===== src/rtl/sqrt_unit_param_pkg.sv =====
// Shared definitions for the parametrised square-root unit: FSM states and
// counter sizing.
package sqrt_unit_param_pkg;

  typedef enum logic [1:0] {
    ST_IDLE = 2'b00,
    ST_CALC = 2'b01,
    ST_DONE = 2'b10
  } state_e;

  // Bits needed to hold the values 0..n-1 (at least one bit).
  function automatic int unsigned cnt_width(input int unsigned n);
    int unsigned w;
    w = 1;
    while ((64'd1 << w) < 64'(n)) w++;
    return w;
  endfunction

endpackage


===== src/rtl/sqrt_unit_param_if.sv =====
// INIT/DONE handshake and operand/result bus of the square-root unit.
interface sqrt_unit_param_if #(
  parameter int unsigned WIDTH = 16
);
  logic                 INIT;
  logic [WIDTH-1:0]     RADICAND;
  logic [WIDTH/2-1:0]   ROOT;
  logic [WIDTH/2:0]     REM;
  logic                 ZERO;
  logic                 BUSY;
  logic                 DONE;

  modport master (
    output INIT, RADICAND,
    input  ROOT, REM, ZERO, BUSY, DONE
  );

  modport slave (
    input  INIT, RADICAND,
    output ROOT, REM, ZERO, BUSY, DONE
  );
endinterface


===== src/rtl/sqrt_unit_param_step.sv =====
// One restoring digit-by-digit iteration: brings in the next two radicand bits
// and decides the next root bit.
module sqrt_unit_param_step #(
  parameter int unsigned WIDTH = 16
) (
  input  logic [WIDTH/2+1:0] rem_i,
  input  logic [WIDTH/2-1:0] root_i,
  input  logic [1:0]         top2_i,
  output logic [WIDTH/2+1:0] rem_o,
  output logic [WIDTH/2-1:0] root_o
);
  localparam int unsigned RW = WIDTH/2 + 2;

  logic [RW-1:0] t;
  logic [RW-1:0] trial;
  logic          ge;

  always_comb begin
    t      = (rem_i << 2) | RW'(top2_i);
    trial  = {root_i, 2'b01};
    ge     = (t >= trial);
    rem_o  = ge ? (t - trial) : t;
    root_o = {root_i[WIDTH/2-2:0], ge};
  end
endmodule


===== src/rtl/sqrt_unit_param.sv =====
// Integer square root, one result bit per clock, with INIT/DONE handshake and
// a DONE hold window that INIT can cut short.
module sqrt_unit_param
  import sqrt_unit_param_pkg::*;
#(
  parameter int unsigned WIDTH     = 16,
  parameter int unsigned DONE_HOLD = 31
) (
  input  logic              CLK,
  input  logic              RST_N,
  sqrt_unit_param_if.slave  bus
);
  localparam int unsigned HW  = WIDTH / 2;
  localparam int unsigned RW  = HW + 2;
  localparam int unsigned CW  = cnt_width(HW);
  localparam int unsigned HCW = cnt_width(DONE_HOLD);

  if ((WIDTH % 2) != 0 || WIDTH < 4) begin : g_bad_width
    $error("sqrt_unit_param: WIDTH must be even and >= 4");
  end
  if (DONE_HOLD < 1) begin : g_bad_hold
    $error("sqrt_unit_param: DONE_HOLD must be >= 1");
  end

  state_e           state_q, state_d;
  logic [WIDTH-1:0] opnd_q,  opnd_d;
  logic [HW-1:0]    wroot_q, wroot_d;
  logic [RW-1:0]    wrem_q,  wrem_d;
  logic [CW-1:0]    cnt_q,   cnt_d;
  logic [HCW-1:0]   hold_q,  hold_d;
  logic [HW-1:0]    root_q,  root_d;
  logic [HW:0]      rem_q,   rem_d;
  logic             zero_q,  zero_d;
  logic             start;

  logic [RW-1:0]    step_rem;
  logic [HW-1:0]    step_root;

  sqrt_unit_param_step #(.WIDTH(WIDTH)) u_step (
    .rem_i  (wrem_q),
    .root_i (wroot_q),
    .top2_i (opnd_q[WIDTH-1 -: 2]),
    .rem_o  (step_rem),
    .root_o (step_root)
  );

  always_comb begin
    state_d = state_q;
    opnd_d  = opnd_q;
    wroot_d = wroot_q;
    wrem_d  = wrem_q;
    cnt_d   = cnt_q;
    hold_d  = hold_q;
    root_d  = root_q;
    rem_d   = rem_q;
    zero_d  = zero_q;
    start   = 1'b0;

    case (state_q)
      ST_IDLE: start = bus.INIT;
      ST_CALC: begin
        wrem_d  = step_rem;
        wroot_d = step_root;
        opnd_d  = opnd_q << 2;
        if (cnt_q == '0) begin
          state_d = ST_DONE;
          hold_d  = HCW'(DONE_HOLD - 1);
          root_d  = step_root;
          rem_d   = (HW+1)'(step_rem);
        end else begin
          cnt_d = cnt_q - CW'(1);
        end
      end
      ST_DONE: begin
        // A restart outranks hold expiry on the same edge.
        if (bus.INIT) begin
          start = 1'b1;
        end else if (hold_q == '0) begin
          state_d = ST_IDLE;
        end else begin
          hold_d = hold_q - HCW'(1);
        end
      end
      default: state_d = ST_IDLE;
    endcase

    if (start) begin
      state_d = ST_CALC;
      opnd_d  = bus.RADICAND;
      wroot_d = '0;
      wrem_d  = '0;
      cnt_d   = CW'(HW - 1);
      zero_d  = (bus.RADICAND == '0);
    end
  end

  always_ff @(posedge CLK or negedge RST_N) begin
    if (!RST_N) begin
      state_q <= ST_IDLE;
      opnd_q  <= '0;
      wroot_q <= '0;
      wrem_q  <= '0;
      cnt_q   <= '0;
      hold_q  <= '0;
      root_q  <= '0;
      rem_q   <= '0;
      zero_q  <= 1'b0;
    end else begin
      state_q <= state_d;
      opnd_q  <= opnd_d;
      wroot_q <= wroot_d;
      wrem_q  <= wrem_d;
      cnt_q   <= cnt_d;
      hold_q  <= hold_d;
      root_q  <= root_d;
      rem_q   <= rem_d;
      zero_q  <= zero_d;
    end
  end

  assign bus.ROOT = root_q;
  assign bus.REM  = rem_q;
  assign bus.ZERO = zero_q;
  assign bus.BUSY = (state_q == ST_CALC);
  assign bus.DONE = (state_q == ST_DONE);
endmodule


===== src/flat_wrapper.sv =====
// flat-port wrapper written by rule: the top's interface ports become plain ports
module sqrt_unit_param_flat import sqrt_unit_param_pkg::*;
#(
  parameter int unsigned WIDTH     = 16,
  parameter int unsigned DONE_HOLD = 31
)
  (CLK, RST_N, bus_INIT, bus_RADICAND, bus_ROOT, bus_REM, bus_ZERO, bus_BUSY, bus_DONE);
  sqrt_unit_param_if #(.WIDTH(WIDTH)) bus_i ();
  input  logic CLK;
  input  logic RST_N;
  input wire logic [$bits(bus_i.INIT)-1:0] bus_INIT;
  input wire logic [$bits(bus_i.RADICAND)-1:0] bus_RADICAND;
  output wire logic [$bits(bus_i.ROOT)-1:0] bus_ROOT;
  output wire logic [$bits(bus_i.REM)-1:0] bus_REM;
  output wire logic [$bits(bus_i.ZERO)-1:0] bus_ZERO;
  output wire logic [$bits(bus_i.BUSY)-1:0] bus_BUSY;
  output wire logic [$bits(bus_i.DONE)-1:0] bus_DONE;
  assign bus_i.INIT = bus_INIT;
  assign bus_i.RADICAND = bus_RADICAND;
  assign bus_ROOT = bus_i.ROOT;
  assign bus_REM = bus_i.REM;
  assign bus_ZERO = bus_i.ZERO;
  assign bus_BUSY = bus_i.BUSY;
  assign bus_DONE = bus_i.DONE;
  sqrt_unit_param #(.WIDTH(WIDTH), .DONE_HOLD(DONE_HOLD)) u_core (.CLK(CLK), .RST_N(RST_N), .bus(bus_i));
endmodule

===== config.mk =====
export PLATFORM = sky130hd
export DESIGN_NAME = sqrt_unit_param_flat
export DESIGN_NICKNAME = d
export VERILOG_FILES = /design/src/rtl/sqrt_unit_param_pkg.sv /design/src/rtl/sqrt_unit_param_if.sv /design/src/rtl/sqrt_unit_param_step.sv /design/src/rtl/sqrt_unit_param.sv /design/src/flat_wrapper.sv
export SDC_FILE = /design/constraint.sdc
export NUM_CORES = 1
export LEC_CHECK = 0
export ABC_AREA = 1
export BUFFER_PORTS_ARGS = -buffer_cell sky130_fd_sc_hd__buf_2
export CAP_MARGIN = 0
export CORE_MARGIN = 1
export CORE_UTILIZATION = 65
export CTS_BUF_LIST = sky130_fd_sc_hd__clkbuf_8
export CTS_CLUSTER_DIAMETER = 150
export DETAILED_ROUTE_END_ITERATION = 8
export PLACE_DENSITY_LB_ADDON = 0.25
export REMOVE_ABC_BUFFERS = 1
export SYNTH_ARGS = -nofsm -noshare
export SYNTH_HDL_FRONTEND = slang
export SYNTH_SLANG_ARGS = --single-unit

===== constraint.sdc =====
create_clock -name CLK -period 4.8 [get_ports CLK]
set_input_delay 1.2 -clock CLK [delete_from_list [all_inputs] [get_ports CLK]]
set_output_delay 1.2 -clock CLK [all_outputs]
set_load 0.02 [all_outputs]

==> reports/qor.csv, run 1 <==
metric;value;unit
status;finished, final reports clean;
Netlist cell types;28;
worst r2r src;u_core.state_q[0];
die width;72.4;um
Die Area;5240;um^2
first-pass GRT wire length;11.5;mm
fin nets;474;
CP endpoint;u_core.wrem_q[4];
initial antenna violation count;0;
most common cell after layout, fill and taps aside;nand2_1;
Final ANT Viol Nets;0;
largest family of logic cells by synthesized area;simple AND/OR/NAND/NOR gates;
clock network fraction of total power;0.155;
Slew @ Worst Pin;723;ps
CTS tree;built;
CP Max Fanout;33;
Fin. Hold Viols;0;
Initial Utilization;0.677;
fin util;0.766;
CTS resizes;0;
vias in the first global route;2633;
Switching Power;1.41;mW
IO buf count;38;
Setup Viol. Count Final;0;
crit share post-route;0.613;
Final min period;2940;ps
complex-gate fraction of the synthesized area;0.126;
Pre-antenna DRT Iters;4;
Worst EP arrival;3220;ps
Seq cells post-synth;60;
Final Max Slew Viols;0;
CP Class;input port to flip-flop;
core footprint;4750;um^2
cell chain of the critical path;buf_2, inv_1, nor2_2, inv_1, nand2_1, inv_1, nand2_1, nand2_1;
post-synthesis mux area share;0;
number of vias per cell;5.38;
CP bufs+invs;4;
unrepaired setup endpoints after global routing;no;
postcts setup bufs;0;
internal power;1.54;mW
largest stage delay on the critical path;620;ps
share of cells above drive strength 1;0.170;
post-route setup TNS;0;ps
htree depth;3;
gr ovfl total;0;
CP required;5070;ps
switch share;0.478;
Routed Wire Length;6.79;mm
worst r2r dst;u_core.wrem_q[4];
DR WL/cell;13.2;um
Die Ht;72.4;um
Max-cap violations;0;
most frequent cells in the layout;nand2_1, inv_1, dfrtp_1;
Area contributors post-synth;dfrtp_1, nand2_1, o21ai_0;
Pwr Density;811;nW/um^2
# clock sinks;60;
Adder-Cell Fraction of Synth Area;0.0544;
worst hold path type;flip-flop to flip-flop;
row count;25;
CP max-delay cell;nand2_1;
Worst Setup End Kind;flip-flop;
Top delay family on crit path;buffers and inverters;
Synth Area in XOR/XNOR;0.00816;
reg2reg path depth;7;
CTS Root Buffer Type;clkbuf_8;
Global Route Usage Sum;0.291;
RD Place Congestion;0.923;
sequential share of power;0.288;
CP Depth;8;
Post-Synthesis Cell Area;3220;um^2
area occupied by multi-input gates;1420;um^2
Remaining DRCs;0;
Syn-to-layout area delta;13.1;%
Avg Inst Size Synth;8.01;um^2
clk_lat worst skew;340;ps
io pins;39;
Static Leak;1.96;nW
R2R setup slack;2090;ps
CTS Buf Count;9;
synthesized instance count;402;
Hold Buf Count CTS;0;
fmax;340;MHz
Fin Clk Skew;5.68;ps
area leader, netlist;dfrtp_1;
initial DRC count;188;
Worst VDD drop;0.000425;V
share of the synthesized area in the top cell type;0.466;
register area;1500;um^2
FILL cells;375;
vias;2761;
Slew HR;0.517;
Clock Path Buffers;2;
antenna diode count;0;
Worst Setup SP;bus_INIT;
Post-Synth Simple-Gate Area;0.253;
DP Wirelength;4.69;mm
largest net degree at the start of global routing;34;
Logic pwr share;0.557;
Yosys Warn Count;0;
sequential-to-total area share from yosys stat;0.466;
Startpoint Class;input port;
clock slew at reported path FFs;70;ps
## synth_stat cells
| cell type | instances |
|---|---|
| nand2_1 | 110 |
| inv_1 | 61 |
| dfrtp_1 | 60 |
| nand2_2 | 5 |
| nor2_4 | 2 |
| nand2_4 | 3 |
| o22ai_1 | 8 |
| nor2_1 | 9 |
| a21oi_1 | 6 |
| a31oi_1 | 1 |
| xor2_1 | 1 |
| clkbuf_1 | 4 |
| nand4_1 | 3 |
| xnor2_1 | 2 |
| nand3_2 | 4 |
| nand3_1 | 25 |
| a21oi_2 | 1 |
| buf_2 | 5 |
| nor3_1 | 1 |
| nand3b_1 | 2 |
| o21ai_1 | 3 |
| buf_6 | 2 |
| nand4_4 | 1 |
| nor2_2 | 5 |
| o21ai_0 | 59 |
| inv_2 | 1 |
| ha_1 | 14 |
| nor4_1 | 4 |
## per-layer routing
metal  vias to the layer above  wire length (um)  track usage
li1                       1378                 -            -
met1                      1289              3010        0.370
met2                        77              3300        0.468
met3                        17               333       0.0694
met4                         0               148        0.146
met5                         -                 0            0
## cells by family (layout without fill, tap and decap cells)
logic type | Yosys count | after routing
adder cells (fa/ha/maj) | 14 | 14
buffers and inverters | 73 | 117
flip-flops | 60 | 60
AND/OR/NAND/NOR | 174 | 174
XOR/XNOR | 3 | 3
AO/OA/AOI/OAI | 78 | 78
## state kept, by name, summed over array words and instances (netlist names)
register / flops
u_core.state_q: 2
u_core.wrem_q: 8
u_core.hold_q: 5
u_core.cnt_q: 3
u_core.bus.ROOT: 8
u_core.bus.ZERO: 1
u_core.bus.REM: 9
u_core.wroot_q: 8
u_core.opnd_q: 16
## power groups by stage
| stage | registers (mW) | logic, mW | clock network, mW |
|---|---|---|---|
| 6_report | 0.850 | 1.64 | 0.458 |
| 5_1_grt | 0.874 | 1.85 | 0.493 |
| 4_1_cts | 0.850 | 1.63 | 0.465 |
| 3_5_place_dp | 0.857 | 1.61 | 0 |
| 3_3_place_gp | 0.849 | 1.56 | 0 |
| 2_1_floorplan | 0.912 | 1.17 | 0 |
## worst min-delay path: cells and delay by family, from the launching register on
kind             cells  cell delay (ps)
flip-flops           1              340
AND/OR/NAND/NOR      2              100
## worst min-delay path by stage
stage                                  from           endpoint  slack [ps]  cells after the start
after global routing      u_core.bus.REM[3]  u_core.bus.REM[3]         490                      2
after global placement    u_core.bus.REM[6]  u_core.bus.REM[6]         460                      2
final                     u_core.bus.REM[0]  u_core.bus.REM[0]         480                      2
after CTS                 u_core.bus.REM[0]  u_core.bus.REM[0]         480                      2
after detailed placement  u_core.bus.REM[0]  u_core.bus.REM[0]         460                      2
after floorplan             u_core.cnt_q[2]    u_core.cnt_q[2]         440                      1
## cell type report
type,count,share of cell area
Inverter,62,0.0639
Clock buffer,11,0.0416
Sequential cell,60,0.412
Tap cell,67,0.0230
Timing Repair Buffer,39,0.0543
Multi-Input combinational cell,269,0.391
Clock inverter,5,0.0141
## through the flow
| step | cells | hold WS (ps) | setup WS (ps) | power (mW) | instance area (um^2) |
|---|---|---|---|---|---|
| 3_5_place_dp | 497 | 461 | 1590 | 2.47 | 3440 |
| 5_1_grt | 513 | 494 | 1580 | 3.22 | 3640 |
| 4_1_cts | 513 | 480 | 1900 | 2.95 | 3640 |
| 3_3_place_gp | 497 | 457 | 1640 | 2.41 | 3440 |
| 6_report | 513 | 477 | 1860 | 2.95 | 3640 |
| 2_1_floorplan | 391 | 445 | 2240 | 2.08 | 3160 |
No activity file was read; power rests on OpenSTA's default activity.
==> run 2, diff against run 1 <==
--- a/config.mk
+++ b/config.mk
@@ -5,11 +5,11 @@
 export SDC_FILE = /design/constraint.sdc
 export NUM_CORES = 1
 export LEC_CHECK = 0
-export ABC_AREA = 1
+export ABC_AREA = 0
 export BUFFER_PORTS_ARGS = -buffer_cell sky130_fd_sc_hd__buf_2
 export CAP_MARGIN = 0
 export CORE_MARGIN = 1
-export CORE_UTILIZATION = 65
+export CORE_UTILIZATION = 54
 export CTS_BUF_LIST = sky130_fd_sc_hd__clkbuf_8
 export CTS_CLUSTER_DIAMETER = 150
 export DETAILED_ROUTE_END_ITERATION = 8
==> constraint.sdc (replaced) <==
create_clock -name CLK -period 2.38 [get_ports CLK]
set_input_delay 0.595 -clock CLK [delete_from_list [all_inputs] [get_ports CLK]]
set_output_delay 0.595 -clock CLK [all_outputs]
set_load 0.02 [all_outputs]
==> run 2 against run 1 <==
Compared with the run above: first-iteration DRC count fell by 50%; critical endpoint is now u_core.bus.REM[1]; non-clock buffer count rose by 10; hold slack got worse by 230 ps; register-to-register slack got worse by 2000 ps; sequential power rose by 100%; largest power group unchanged; total power rose by 90%; critical path type is now flip-flop to flip-flop; sequential share of layout area rose by 2.1 points.
==> reports/qor.csv, run 2 <==
metric;value;unit
Area contributors post-synth;dfrtp_1, nand2_1, ha_1;
Static Leak;1.64;nW
Pwr Density;1620;nW/um^2
number of vias per cell;5.30;
worst hold path type;input port to async pin;
Die Ht;75.8;um
Remaining DRCs;0;
Startpoint Class;flip-flop;
fin nets;399;
vias in the first global route;2094;
Slew HR;0.300;
Seq cells post-synth;60;
post-route setup TNS;0;ps
area leader, netlist;dfrtp_1;
Cell Area, Placed;3240;um^2
crit share post-route;0.947;
core footprint;5170;um^2
CTS tree;built;
most common cell in the netlist;nand2_1;
Largest register FFs;16;
sequential-to-total area share from yosys stat;0.510;
Routed Wire Length;5.74;mm
Syn-to-layout area delta;17.8;%
share of the synthesized area in the top cell type;0.510;
die width;75.8;um
CTS Buf Count;9;
clock slew at reported path FFs;70;ps
Final Max Slew Viols;0;
Setup Viol. Count Final;0;
antenna diode count;0;
row count;26;
minimum hold slack;248;ps
CP Class;flip-flop to flip-flop;
Global Route Usage Sum;0.225;
Worst Setup End Kind;flip-flop;
Worst EP arrival;2510;ps
Worst VDD drop;0.000746;V
Pwr Total;5.62;mW
Slew @ Worst Pin;1050;ps
Initial Utilization;0.569;
Synth top cells by count;nand2_1, dfrtp_1, o21ai_0;
share of cells above drive strength 1;0.200;
RD Place Congestion;0.821;
most common cell after layout, fill and taps aside;nand2_1;
# clock sinks;60;
design area;3460;um^2
EDFF count, synth;0;
fmax;444;MHz
Die Area;5750;um^2
Netlist cell types;34;
io pins;39;
Worst Setup Slack, final;126;ps
gr ovfl total;0;
htree depth;3;
Max-cap violations;0;
Yosys Warn Count;0;
Final min period;2250;ps
CP required;2630;ps
Place WS;10.1;ps
Fin Clk Skew;8.64;ps
initial DRC count;94;
Most used DFF post-synth;dfrtp_1;
first-pass GRT wire length;9.38;mm
CTS Root Buffer Type;clkbuf_8;
synthesized instance count;321;
Clock Path Buffers;2;
Pre-antenna DRT Iters;4;
Final ANT Viol Nets;0;
DP Wirelength;3.99;mm
most frequent cells in the layout;nand2_1, dfrtp_1, buf_2;
Top reg by flops;u_core.opnd_q;
Fin. Hold Viols;0;
clk_lat worst skew;340;ps
Hold Buf Count CTS;0;
initial antenna violation count;0;
DR WL/cell;13.1;um
status;finished, final reports clean;
Avg Inst Size Synth;9.16;um^2
vias;2334;
largest net degree at the start of global routing;61;
unrepaired setup endpoints after global routing;no;
fraction of registers with async set/reset;1.00;
Post-Synthesis Cell Area;2940;um^2
CP Max Fanout;6;
IO buf count;38;
-- run 2: cell count changes in the layout (fill, tap and decap cells not counted), moves of 13 or more --
cell     delta
inv_1      -43
nand2_1    -38
nand3_1    -21
o21ai_0    -37
o21ai_1    +13
-- run 2: cell type report --
| type | instances | area (um^2) |
|---|---|---|
| fill | 439 | 1710 |
| sequential | 60 | 1500 |
| inverter | 17 | 63.8 |
| timing repair buffer | 49 | 285 |
| tap | 70 | 87.6 |
| clock buffer | 11 | 151 |
| clock inverter | 4 | 17.5 |
| multi-input combinational | 229 | 1360 |
-- run 2: path summary, 6_finish.rpt --
path / from / to / slack [ps] / cells past startpoint
hold / removal: RST_N / u_core.bus.ROOT[4] / 250 / 2
max in group asynchronous: RST_N / u_core.bus.REM[1] / 1870 / 2
setup reg to reg: u_core.wroot_q[4] / u_core.bus.REM[1] / 130 / 9
min in group CLK: u_core.bus.ROOT[6] / u_core.bus.ROOT[6] / 470 / 2
setup / recovery: u_core.wroot_q[4] / u_core.bus.REM[1] / 130 / 9
hold reg to reg: u_core.bus.ROOT[6] / u_core.bus.ROOT[6] / 470 / 2
-- run 2: critical path, cell delays in order (launching register included) --
cell and delay [ps]:
dfrtp_1 350, inv_1 70, ha_2 390, nand2_1 100, a211oi_2 270, nor3_1 110, nor3_2 210, buf_4 190
mux2_2 350, o21ai_0 140
-- run 2: logic make-up (layout without fill, tap and decap cells) --
group / Yosys count / in the layout / share of synthesized area
simple gates: 127 / 127 / 0.189
flops: 60 / 60 / 0.510
buf+inv: 32 / 81 / 0.0434
compound gates: 68 / 68 / 0.133
mux: 9 / 9 / 0.0315
fa+ha+maj: 14 / 14 / 0.0595
xor+xnor: 11 / 11 / 0.0328
-- run 2: repair_timing --
action                                  CTS  global route
pin swaps                                 0             2
gates resized for setup                   1             7
endpoints found under the setup margin    1            11
buffers inserted                          0             2
-- run 2: metrics by stage --
stage / utilization / cells
after floorplan: - / 306
after global placement: 0.626 / 423
after detailed placement: 0.626 / 423
after CTS: 0.659 / 438
after global routing: 0.670 / 440
final: 0.670 / 440
-- run 2: routing by layer --
| metal | up-vias | GRT usage | wire, um |
|---|---|---|---|
| li1 | 1178 | - | - |
| met1 | 1101 | 0.290 | 2690 |
| met2 | 40 | 0.350 | 2750 |
| met3 | 15 | 0.0556 | 178 |
| met4 | 0 | 0.117 | 131 |
| met5 | - | 0 | 0 |
-- run 2: report_power, final --
group | switching [mW] | internal, mW
Sequential | 0.249 | 1.46
Clock | 0.377 | 0.417
Combinational | 1.76 | 1.36
Total | 2.38 | 3.23
==> run 3, diff against run 2 <==
--- a/config.mk
+++ b/config.mk
@@ -6,14 +6,14 @@
 export NUM_CORES = 1
 export LEC_CHECK = 0
 export ABC_AREA = 0
-export BUFFER_PORTS_ARGS = -buffer_cell sky130_fd_sc_hd__buf_2
 export CAP_MARGIN = 0
 export CORE_MARGIN = 1
-export CORE_UTILIZATION = 54
+export CORE_UTILIZATION = 59
 export CTS_BUF_LIST = sky130_fd_sc_hd__clkbuf_8
 export CTS_CLUSTER_DIAMETER = 150
 export DETAILED_ROUTE_END_ITERATION = 8
-export PLACE_DENSITY_LB_ADDON = 0.25
+export DONT_BUFFER_PORTS = 1
+export PLACE_DENSITY = 0.83
 export REMOVE_ABC_BUFFERS = 1
 export SYNTH_ARGS = -nofsm -noshare
 export SYNTH_HDL_FRONTEND = slang
==> run 3 against run 2 <==
Compared with the run above: clock power grew 31%; routed wire length down 2.3%; largest power group unchanged; first-iteration DRC count up 19%; clock-buffer cell count stayed put; total power fell by 1.5%; critical path depth is 1 lower; worst setup slack improved by 14 ps; sequential cell count did not move.
==> reports/qor.csv, run 3 (synthesis results as in run 2) <==
metric;value;unit
Syn-to-layout area delta;11.0;%
Largest register FFs;16;
Pwr Density;1690;nW/um^2
Max-cap violations;0;
CP bufs+invs;1;
CP Max Fanout;5;
Final Max Slew Viols;0;
share of cells above drive strength 1;0.0851;
fin nets;357;
register area;1500;um^2
row count;25;
Die Ht;72.6;um
CP required;2640;ps
Final min period;2240;ps
largest stage delay on the critical path;420;ps
Fin Clk Skew;11.0;ps
vias;2206;
IO buf count;0;
# clock sinks;60;
gr ovfl total;0;
DR WL/cell;14.2;um
fmax;446;MHz
Setup Viol. Count Final;0;
Final ANT Viol Nets;0;
CP max-delay cell;ha_1;
Initial Utilization;0.619;
first-pass GRT wire length;9.34;mm
Pwr Total;5.53;mW
clk_lat worst skew;340;ps
Startpoint Class;flip-flop;
CP Class;flip-flop to flip-flop;
Top delay family on crit path;compound AO/OA/AOI/OAI gates;
antenna diode count;0;
CTS Buf Count;9;
CTS tree;built;
FILL cells;405;
Slew @ Worst Pin;1060;ps
CTS Root Buffer Type;clkbuf_8;
postcts setup bufs;0;
Worst VDD drop;0.000833;V
clock slew at reported path FFs;70;ps
Static Leak;1.48;nW
Slew HR;0.288;
Clock Path Buffers;2;
most common cell after layout, fill and taps aside;nand2_1;
initial DRC count;112;
number of vias per cell;5.57;
vias in the first global route;2107;
Remaining DRCs;0;
crit share post-route;0.941;
Routed Wire Length;5.61;mm
Worst EP arrival;2500;ps
core footprint;4750;um^2
io pins;39;
RD Place Congestion;0.800;
worst hold path type;input port to async pin;
fin util;0.687;
Global Route Usage Sum;0.237;
unrepaired setup endpoints after global routing;no;
area occupied by multi-input gates;1320;um^2
status;finished, final reports clean;
Top reg by flops;u_core.opnd_q;
Worst Setup End Kind;flip-flop;
largest net degree at the start of global routing;61;
initial antenna violation count;0;
htree depth;3;
Pre-antenna DRT Iters;4;
minimum hold slack;112;ps
die width;72.6;um
Fin. Hold Viols;0;
Die Area;5270;um^2
post-route setup TNS;0;ps
cell chain of the critical path;ha_1, o211ai_2, a211oi_2, nor3_1, nor3_2, buf_4, mux2_2, o21ai_0;
DP Wirelength;3.84;mm
most frequent cells in the layout;nand2_1, dfrtp_1, o21ai_0;
## run 3: worst paths after layout
check / startpoint / end / slack, ps / depth (start not counted)
worst max-delay path: u_core.wrem_q[1] / u_core.bus.REM[1] / 140 / 8
worst min-delay path: RST_N / u_core.wrem_q[7] / 110 / 1
worst max register to register: u_core.wrem_q[1] / u_core.bus.REM[1] / 140 / 8
worst min register to register: u_core.wroot_q[6] / u_core.wroot_q[6] / 490 / 2
max in group asynchronous: RST_N / u_core.opnd_q[0] / 2020 / 1
min in group CLK: bus_RADICAND[1] / u_core.opnd_q[1] / 380 / 2
## run 3: metrics by stage
step | area [um^2] | cells | setup WS (ps)
3_3_place_gp | 3010 | 379 | 217
3_5_place_dp | 3010 | 379 | 142
2_1_floorplan | 2880 | 306 | -49.8
5_1_grt | 3260 | 396 | 10.3
6_report | 3260 | 396 | 140
4_1_cts | 3260 | 396 | 125
## run 3: what timing repair did
action                                 CTS  global route
endpoints found under the hold margin   60             0
hold buffers                             1             0
resized for setup                        0             1
setup endpoints to repair                0             4
## run 3: power by group
| part | switching [mW] | leakage [nW] | total (mW) | internal (mW) |
|---|---|---|---|---|
| clock | 0.397 | 0.122 | 1.04 | 0.641 |
| combinational | 1.50 | 0.621 | 2.62 | 1.12 |
| sequential | 0.413 | 0.735 | 1.87 | 1.46 |
| total | 2.31 | 1.48 | 5.53 | 3.22 |
## run 3: metal layers
layer	vias up	track usage	wire, um	share of wire
met5	-	0	0	0
met4	0	0.111	105	0.019
met3	11	0.0787	339	0.060
met2	58	0.371	2680	0.48
met1	1042	0.299	2490	0.44
li1	1095	-	-	-
## run 3: final cells by class
type,instances,area share
sequential,60,0.460
multi-input combinational,229,0.403
clock buffer,11,0.0464
tap,67,0.0257
clock inverter,5,0.0234
timing repair buffer,7,0.0222
inverter,17,0.0195
